===== config.mk =====
export PLATFORM = sky130hd
export DESIGN_NAME = sr_sipo_rx
export DESIGN_NICKNAME = d
export VERILOG_FILES = /design/src/rtl/sr_pkg.sv /design/src/rtl/sr_rx_outbuf.sv /design/src/rtl/sr_sipo_rx.sv
export SDC_FILE = /design/constraint.sdc
export NUM_CORES = 1
export LEC_CHECK = 0
export ABC_AREA = 1
export CORE_AREA = 2 2 42 44
export DETAILED_ROUTE_END_ITERATION = 6
export DIE_AREA = 0 0 44 46
export GPL_TIMING_DRIVEN = 0
export HOLD_SLACK_MARGIN = 0.02
export PLACE_DENSITY = 0.77
export SLEW_MARGIN = 20
export SYNTH_ARGS = -nofsm -noshare
export SYNTH_HDL_FRONTEND = slang
export SYNTH_SLANG_ARGS = --single-unit
export TNS_END_PERCENT = 20

===== constraint.sdc =====
create_clock -name clk -period 2.9 [get_ports clk]
set_clock_uncertainty 0.1 [all_clocks]
set_input_delay 0.725 -clock clk [delete_from_list [all_inputs] [get_ports clk]]
set_output_delay 0.725 -clock clk [all_outputs]
set_load 0.01 [all_outputs]

===== src/rtl/sr_pkg.sv =====
// Shared types and constants for the serial-in/parallel-out receiver.
// SR_SIPO_PARITY_EN adds the PARITY state to the receiver FSM.
package sr_pkg;

  localparam int SR_WIDTH_DEF = 4;

`ifdef SR_SIPO_PARITY_EN
  typedef enum logic [1:0] {
    ST_IDLE   = 2'd0,
    ST_SHIFT  = 2'd1,
    ST_PARITY = 2'd2
  } sr_rx_state_t;
`else
  typedef enum logic [1:0] {
    ST_IDLE  = 2'd0,
    ST_SHIFT = 2'd1
  } sr_rx_state_t;
`endif

  // Even parity over data plus parity bit; returns 1 when the check fails.
  function automatic logic even_parity_err(input logic [15:0] data, input logic pbit);
    return (^data) ^ pbit;
  endfunction

endpackage


===== src/rtl/sr_rx_outbuf.sv =====
// Output holding register: valid/ready handshake, drop-on-full and sticky overrun.
module sr_rx_outbuf #(
  parameter int WIDTH = 4
) (
  input  logic             clk,
  input  logic             rst,
  input  logic             wr_en,
  input  logic [WIDTH-1:0] wr_data,
  input  logic             wr_perr,
  input  logic             pout_ready,
  output logic [WIDTH-1:0] pout,
  output logic             pout_valid,
  output logic             overrun,
  output logic             parity_err
);

  logic accept_s;
  logic drop_s;

  // A completed word is taken when the buffer is empty or being drained this cycle.
  always_comb begin
    accept_s = wr_en & (~pout_valid | pout_ready);
    drop_s   = wr_en & pout_valid & ~pout_ready;
  end

  // Holding register and flags.
  always_ff @(posedge clk) begin
    if (rst) begin
      pout       <= '0;
      pout_valid <= 1'b0;
      overrun    <= 1'b0;
      parity_err <= 1'b0;
    end else begin
      if (accept_s) begin
        pout       <= wr_data;
        pout_valid <= 1'b1;
        parity_err <= wr_perr;
      end else if (pout_valid && pout_ready) begin
        pout_valid <= 1'b0;
      end
      if (drop_s) begin
        overrun <= 1'b1;
      end
    end
  end

endmodule


===== src/rtl/sr_sipo_rx.sv =====
// Serial-in/parallel-out receiver, MSB first, framed by sin_first.
// Define SR_SIPO_PARITY_EN to expect a trailing even-parity bit per word.
module sr_sipo_rx
  import sr_pkg::*;
#(
  parameter int WIDTH = SR_WIDTH_DEF
) (
  input  logic             clk,
  input  logic             rst,
  input  logic             sin,
  input  logic             sin_valid,
  input  logic             sin_first,
  output logic [WIDTH-1:0] pout,
  output logic             pout_valid,
  input  logic             pout_ready,
  output logic             busy,
  output logic             overrun,
  output logic             parity_err
);

  localparam int CW = $clog2(WIDTH + 1);

  sr_rx_state_t     state_r, state_n;
  logic [CW-1:0]    cnt_r, cnt_n;
  logic [WIDTH-1:0] shreg_r, shreg_n;
  logic             busy_r;
  logic             done_s;
  logic [WIDTH-1:0] done_word_s;
  logic             done_perr_s;

  // Next-state, counter and shift-register logic.
  always_comb begin
    state_n     = state_r;
    cnt_n       = cnt_r;
    shreg_n     = shreg_r;
    done_s      = 1'b0;
    done_word_s = shreg_r;
    done_perr_s = 1'b0;
    case (state_r)
      ST_IDLE: begin
        if (sin_valid && sin_first) begin
          shreg_n = {{(WIDTH-1){1'b0}}, sin};
          cnt_n   = CW'(1);
          state_n = ST_SHIFT;
        end else begin
          state_n = ST_IDLE;
        end
      end
      ST_SHIFT: begin
        if (sin_valid && sin_first) begin
          shreg_n = {{(WIDTH-1){1'b0}}, sin};
          cnt_n   = CW'(1);
          state_n = ST_SHIFT;
        end else if (sin_valid) begin
          shreg_n = {shreg_r[WIDTH-2:0], sin};
          if (cnt_r == CW'(WIDTH - 1)) begin
`ifdef SR_SIPO_PARITY_EN
            cnt_n   = CW'(WIDTH);
            state_n = ST_PARITY;
`else
            done_s      = 1'b1;
            done_word_s = shreg_n;
            cnt_n       = '0;
            state_n     = ST_IDLE;
`endif
          end else begin
            cnt_n = cnt_r + CW'(1);
          end
        end else begin
          state_n = ST_SHIFT;
        end
      end
`ifdef SR_SIPO_PARITY_EN
      ST_PARITY: begin
        if (sin_valid && sin_first) begin
          shreg_n = {{(WIDTH-1){1'b0}}, sin};
          cnt_n   = CW'(1);
          state_n = ST_SHIFT;
        end else if (sin_valid) begin
          done_s      = 1'b1;
          done_word_s = shreg_r;
          done_perr_s = even_parity_err(16'(shreg_r), sin);
          cnt_n       = '0;
          state_n     = ST_IDLE;
        end else begin
          state_n = ST_PARITY;
        end
      end
`endif
      default: begin
        state_n = ST_IDLE;
        cnt_n   = '0;
        shreg_n = '0;
      end
    endcase
  end

  // State register; busy is registered from the next state so it tracks state_r exactly.
  always_ff @(posedge clk) begin
    if (rst) begin
      state_r <= ST_IDLE;
      cnt_r   <= '0;
      shreg_r <= '0;
      busy_r  <= 1'b0;
    end else begin
      state_r <= state_n;
      cnt_r   <= cnt_n;
      shreg_r <= shreg_n;
      busy_r  <= (state_n != ST_IDLE);
    end
  end

  assign busy = busy_r;

  sr_rx_outbuf #(.WIDTH(WIDTH)) u_outbuf (
    .clk        (clk),
    .rst        (rst),
    .wr_en      (done_s),
    .wr_data    (done_word_s),
    .wr_perr    (done_perr_s),
    .pout_ready (pout_ready),
    .pout       (pout),
    .pout_valid (pout_valid),
    .overrun    (overrun),
    .parity_err (parity_err)
  );

endmodule


# Word-level counts from Yosys, hierarchy flattened
# Cells that the tools add are included.
# totals
out_inout_bits	8
ff_bits	16
inputBits	6
elab_cells	48
# classes
n_addsub	1
muxes	24
eq_ne	4
n_reduce_logical	6
bitwise_logic	6
# op_table
op	count
4-bit 2-to-1 mux	7
3-bit 2-to-1 mux	4
4-bit case mux with 2 select lines	1
1-bit 2-to-1 mux	7
2-bit 2-to-1 mux	3
3-bit case mux with 2 select lines	1
2-bit case mux with 2 select lines	1
2-bit nonzero test	2
3-bit by 1-bit adder with 3-bit output, second input constant	1
1-bit AND	3
3-bit by 2-bit equality test with 1-bit output, second input constant	1
3-bit inequality test, second input constant	1
2-bit by 1-bit equality test with 1-bit output, second input constant	1
1-bit logical AND	2
2-bit logical NOT	1
2-bit inequality test, second input constant	1
1-bit NOT	2
2-bit AND reduction	1
1-bit bitwise OR	1

# Logic depth before layout (Yosys ltp)
# Gate-level depths: netlist of the first run.
# logic_depth
depth_word	7
ltp_mapped	7
mapped_depth_nobuf	7

# Modules after synthesis
# Synthesis of the first run repeated with hierarchy kept, for this count alone.
# unflattened
cells_unflattened	103
hier_area_um2	808.3
# by_module_without_submodules
module	cells_each	n_inst	area_each_um2	seq_area_each_um2
sr_sipo_rx	61	1	494.2	200.2
sr_rx_outbuf	42	1	314.1	140.1

# Worst setup path after synthesis of the first run
# OpenSTA, ideal clock, no wires.
# synth_path
kind	input to register
from	in sin_valid
to	reg u_outbuf.pout[0]
t_arrival_ns	1.265
required_ns	2.690
cell_stages	6
path_buffers	0
setup_ns	0.110
setup_slack_ns	1.425
path_cell_list	nand2_1 -> nand3_1 -> nor2_1 -> nand3_1 -> nand2_1 -> nor2_1
# synth_between
elab_chain_cells	4
elab_cells_between_ends	8
cone_classes	6 x mux; 1 x bitwise; 1 x reduce/logical
# synth_lines
item	line	source
start: declaration	sr_sipo_rx.sv:11	input logic sin_valid,
1-bit 2-to-1 mux / 1-bit logical AND (equally long branches)	sr_sipo_rx.sv:54, sr_sipo_rx.sv:50	
1-bit 2-to-1 mux	sr_sipo_rx.sv:50	if (sin_valid && sin_first) begin
1-bit 2-to-1 mux	sr_sipo_rx.sv:39	case (state_r)
1-bit AND	sr_rx_outbuf.sv:22	accept_s = wr_en & (~pout_valid | pout_ready);
end signal: assignment	sr_rx_outbuf.sv:35	pout <= wr_data;
end: declaration	sr_rx_outbuf.sv:11	output logic [WIDTH-1:0] pout,
# Parallel ways exist; a longest one is shown, timed or not.
# A chain may end at the register's enable or synchronous reset.

# Worst setup path in the final report of the first run
# layout_path
from	reg u_outbuf.pout_valid
to	out pout_valid
# layout_lines
item	line	source
start: declaration	sr_rx_outbuf.sv:12	output logic pout_valid,
start signal: assignment	sr_rx_outbuf.sv:30	pout_valid <= 1'b0;
start signal: assignment	sr_rx_outbuf.sv:36	pout_valid <= 1'b1;
start signal: assignment	sr_rx_outbuf.sv:39	pout_valid <= 1'b0;
end: declaration	sr_sipo_rx.sv:14	output logic pout_valid,
# No word-level cell between the ends.

==> qor.yml, run 1 <==
synth_compound_area_share_pct: 10.3
synth_area_um2: 671
worstPathCellList: "clkdlybuf4s50_1"
clockRootBuffer: "clkbuf_4"
n_antenna_cell: 0
synth_area_per_cell_um2: 7.06
cp.required_ns: 2.08
finalMaxSlewViolations: 0
critPathKind: "reg2out"
leakagePower_nw: 0.356
fin_ws_ns: 0.897
path_buf_inv: 1
fmax_mhz: 499
vias_per_cell: 4.55
initial_utilization_pct: 41.6
io_pins: 14
post-route-min-period_ns: 2.00
cts_buffers: 3
synthXorXnorAreaFrac_pct: 0
postPlaceCellArea_um2: 806
grt_util_met1_pct: 15.3
yosys.area_share.simple_pct: 28.5
cap_violations: 0
synth_cell_types: 17
clkSinkCount: 15
synth_mux_area_share_pct: 0
vdd_drop_max_uv: 217
min_path_type: "reg2reg"
post_cts_resized: 0
clkTransAtPathRegs_ns: 0.10
cts_max_path_buffers: 2
grtUsageMet3_pct: 3.57
final_hold_viol_count: 0
clk_latency_ns: 0.30
dieWidth_um: 44
crit_path_start_kind: "flip-flop"
crit_cells: 1
grt_pass1_vias: 537
design_area_um2: 833
hold_path_depth: 2
min_period_over_period_pct: 69.1
nNetsFinal: 119
ys_seq_elements: 15
die_h_um: 46
antenna_found_initial: 0
row_count: 15
synth_top_family_by_area: "simple AND/OR/NAND/NOR gates"
power_mw: 0.368
drive_above_1_share_pct: 9.01
cts_tree: "done"
cp-end-kind: "output pin"
powerDensity_nw_per_um2: 442
path_max_fanout: 2
area_delta_synth_final_pct: 24.3
grt_max_degree: 10
setup_viol: 0
grt_pass1_wl_um: 2180
drt_first_pass_iters: 2
drc: 0
grt_util_met2_pct: 27.9
holdWs_ns: 0.357
detail_route.iter0.violations: 2
ys_seq_area_share_pct: 44.8
gp_congestion: 0.776
track_usage_pct: 15.1
outcome: "finished, final reports clean"
yosysWarnings: 0
num_vias: 583
grt_setup_unrepaired: "no"
htreeDepth: 1
setup_tns_ns: 0
syn_inst: 95
place_ws_ns: 0.746
critPathTopFamily: "buffers and inverters"
antenna_left: 0
core-area_um2: 1610
grt_overflow_total: 0
routedWlPerCell_um: 9.65
grt-busiest-layer: "met2"
routed_wl_um: 1240
cts.hold.buffers_added: 0
dieArea_um2: 2020
arrival_ns: 1.18
slowest_stage: "clkdlybuf4s50_1"
hpwl_um: 989
post_cts_buffers: 0
slowest_delay_ns: 0.54
place.port_buffers: 11
r2r_cells: 6
synthAdderAreaFrac_pct: 1.87
where the power goes:
| part | total (mW) | leakage, nW | internal, mW | switching, mW |
|---|---|---|---|---|
| sequential | 0.214 | 0.122 | 0.211 | 0.00354 |
| combinational | 0.0309 | 0.216 | 0.0136 | 0.0174 |
| clock | 0.123 | 0.0177 | 0.0514 | 0.0714 |
cell families after synthesis:
group | after synthesis
other cells | 1
simple gates | 41
flops | 15
fa+ha+maj | 1
compound gates | 13
buf+inv | 24
Yosys cell counts, drive strengths merged:
cell	number	area [um^2]
nor2	12	52.6
nor3	2	10.0
buf	2	11.3
nand3	10	62.6
nand2	17	66.3
a21oi	8	40.0
inv	22	82.6
conb	1	3.75
o21ai	5	28.8
ha	1	12.5
dfxtp	15	300
worst paths after layout:
check / startpoint / end / slack (ns)
worst min-delay path: u_outbuf.overrun / u_outbuf.overrun / 0.36
worst max register to register: cnt_r[0] / u_outbuf.pout[0] / 1.48
worst max-delay path: u_outbuf.pout_valid / pout_valid / 0.90
worst min register to register: u_outbuf.overrun / u_outbuf.overrun / 0.36
metal layers:
layer / part of all wire (%) / vias up
li1: - / 316
met1: 43 / 253
met2: 52 / 11
met3: 3.2 / 3
met4: 1.7 / 0
met5: 0 / -
layout make-up:
cell class,count,area [um^2]
Clock buffer,3,22.5
Tap cell,17,21.3
Sequential cell,15,300
Fill cell,164,781
Inverter,22,82.6
Multi-Input combinational cell,57,280
Timing Repair Buffer,11,110
Buffer,2,11.3
Clock inverter,1,5.00
cell usage in the layout, fill, tap and decap left out:
master / Yosys / layout
dfxtp_1: 15 / 15
nand2_1: 16 / 16
ha_1: 1 / 1
buf_4: 1 / 1
clkinv_2: 0 / 1
inv_2: 1 / 1
nor3_1: 2 / 2
a21oi_1: 8 / 8
nor2_4: 1 / 1
o21ai_0: 4 / 4
nand3_4: 1 / 1
nor2_1: 11 / 11
nand2_2: 1 / 1
clkdlybuf4s50_1: 0 / 11
clkbuf_4: 0 / 3
nand3_1: 9 / 9
inv_1: 21 / 21
o21ai_2: 1 / 1
buf_1: 1 / 1
conb_1: 1 / 2
through the flow:
step	instances	util, %
2_1_floorplan	96	-
3_3_place_gp	124	49.9
3_5_place_dp	124	49.9
4_1_cts	128	51.6
5_1_grt	128	51.6
6_report	128	51.6
worst min-delay path, delay by kind of cell (launching register included):
| family | cells | cell delay, ns |
|---|---|---|
| DFF | 1 | 0.31 |
| buffers and inverters | 1 | 0.05 |
| AOI/OAI and AO/OA | 1 | 0.05 |
registers in the layout (all words and copies together), names as in the netlist:
| signal | cells |
|---|---|
| busy | 1 |
| u_outbuf.pout | 4 |
| u_outbuf.pout_valid | 1 |
| shreg_r | 3 |
| state_r | 2 |
| cnt_r | 3 |
| u_outbuf.overrun | 1 |
No activity file was read; power rests on OpenSTA's default activity.
==> run 2: changes to the inputs <==
Settings changed: CORE_AREA 2 2 42 44 to 2 2 43 45, DIE_AREA 0 0 44 46 to 0 0 45 47.
Clock period 2.9 ns to 1.7 ns, I/O delays scaled along.
==> run 2 against run 1 <==
Utilization down 0.34 points. Setup slack worse by 0.85 ns. Final cell count unchanged. Sequential share of layout area is 0.59 points lower. Non-clock buffer count unchanged. Largest power group unchanged. Highest routed layer unchanged.
==> qor.yml, run 2 (synthesized netlist as in run 1, its figures left out) <==
multiInputGateArea_um2: 280  # unchanged
grt_overflow_total: 0  # unchanged
cts_max_path_buffers: 2  # unchanged
clkSinkCount: 15  # unchanged
drc: 0  # unchanged
cts_tree: "done"
grt_pass1_wl_um: 1800  # -17%
seqCellArea_um2: 300  # unchanged
antenna_found_initial: 0  # unchanged
slowest_delay_ns: 0.53  # about the same
clockRootBuffer: "clkbuf_4"
min_period_over_period_pct: 97.3
regMostFlops: "u_outbuf.pout"
cap_violations: 0  # unchanged
row_count: 15  # unchanged
grt_max_degree: 9  # -1
final_common_cell: "inv_1"
clk_latency_ns: 0.29  # about the same
dieArea_um2: 2120  # +4.5%
core-area_um2: 1650  # +2.3%
drt_first_pass_iters: 4  # +2
drive_above_1_share_pct: 8.11  # -0.90 points
layout_common_cells: "inv_1 (21), nand2_1 (16), dfxtp_1 (15)"
path_max_fanout: 1  # -1
largestRegisters: "u_outbuf.pout x4, cnt_r x3, shreg_r x3"
n_antenna_cell: 0  # unchanged
routed_wl_um: 1140  # -7.4%
area_delta_synth_final_pct: 26.3
detail_route.iter0.violations: 6  # +4
place.port_buffers: 11  # unchanged
critPathTopFamily: "buffers and inverters"
htreeDepth: 1  # unchanged
num_vias: 595  # +2.1%
fmax_mhz: 604
powerDensity_nw_per_um2: 736  # +67%
worstPathCellList: "clkdlybuf4s50_1"
arrival_ns: 1.13  # -0.05 ns
vdd_drop_max_uv: 433  # +100%
outcome: "finished, final reports clean"
place_ws_ns: -0.117  # -0.863 ns
setup_viol: 0  # unchanged
vias_per_cell: 4.65  # +2.1%
nNetsFinal: 119  # unchanged
cts_buffers: 3  # unchanged
path_buf_inv: 1  # unchanged
critPathKind: "reg2out"
track_usage_pct: 12.3  # -2.8 points
slowest_stage: "clkdlybuf4s50_1"
initial_utilization_pct: 40.6  # -0.94 points
gp_congestion: 0.746  # -3.9%
leakagePower_nw: 0.466  # +31%
final_hold_viol_count: 0  # unchanged
cp.required_ns: 1.17  # -0.91 ns
grt_pass1_vias: 465  # -13%
io_pins: 14  # unchanged
clkTransAtPathRegs_ns: 0.09  # about the same
grt_setup_unrepaired: "no"
largest_reg_flops: 4  # unchanged
die_h_um: 47  # +2.2%
crit_path_start_kind: "flip-flop"
finalMaxSlewViolations: 0  # unchanged
final_util_pct: 51.3  # -0.34 points
post_cts_buffers: 0  # unchanged
post-route-min-period_ns: 1.65
dieWidth_um: 45  # +2.3%
num-fill-cells: 156  # -4.9%
antenna_left: 0  # unchanged
routedWlPerCell_um: 8.94  # -7.4%
fin_ws_ns: 0.0454  # -0.852 ns
cp-end-kind: "output pin"
min_path_type: "reg2reg"
hpwl_um: 884  # -11%
-- run 2: layout make-up --
class | count | share of cell area, %
clock buffers | 4 | 3.10
flip-flops and latches | 15 | 35.5
well taps | 17 | 2.51
multi-input cells | 57 | 33.1
repair buffers | 11 | 14.8
inverters | 22 | 9.75
plain buffers | 2 | 1.33
-- run 2: worst paths after layout --
path | end | depth (start not counted) | slack (ns) | startpoint
hold reg to reg | cnt_r[2] | 2 | 0.34 | cnt_r[2]
setup / recovery | busy | 1 | 0.05 | busy
hold / removal | cnt_r[2] | 2 | 0.34 | cnt_r[2]
setup reg to reg | u_outbuf.pout[2] | 6 | 0.30 | cnt_r[0]
-- run 2: stage by stage --
stage / instances / hold slack (ns) / power (mW) / instance area, um^2 / TNS, ns
4_1_cts: 128 / 0.343 / 0.625 / 832 / 0
3_5_place_dp: 124 / 0.327 / 0.427 / 806 / -0.464
3_3_place_gp: 124 / 0.328 / 0.425 / 806 / -0.321
2_1_floorplan: 96 / 0.317 / 0.406 / 674 / 0
6_report: 128 / 0.342 / 0.623 / 847 / 0
5_1_grt: 128 / 0.358 / 0.646 / 847 / 0
-- run 2: repair_timing --
item                                    in CTS  in global routing
resized for setup                            0                  6
endpoints found under the setup margin       0                  6
hold buffers                                 0                  0
-- run 2: power breakdown --
group / total, mW / switching, mW / internal [mW] / leakage (nW)
Combinational: 0.0529 / 0.0297 / 0.0232 / 0.329
Sequential: 0.366 / 0.00623 / 0.359 / 0.122
Clock: 0.205 / 0.114 / 0.0913 / 0.0150
Total: 0.623 / 0.150 / 0.474 / 0.466
-- run 2: worst min-delay path, cell delays in order (launching register included) --
cell and delay, ns:
dfxtp_1 0.32, nand2_1 0.06, nor2_1 0.03
-- run 2: routing by layer --
metal  up-vias  routed length, um  track usage (%)
met5         -                  0                0
met4         0                 42             10.6
met3         5                 56             3.85
met2        12                517             18.3
met1       258                527             14.5
li1        320                  -                -
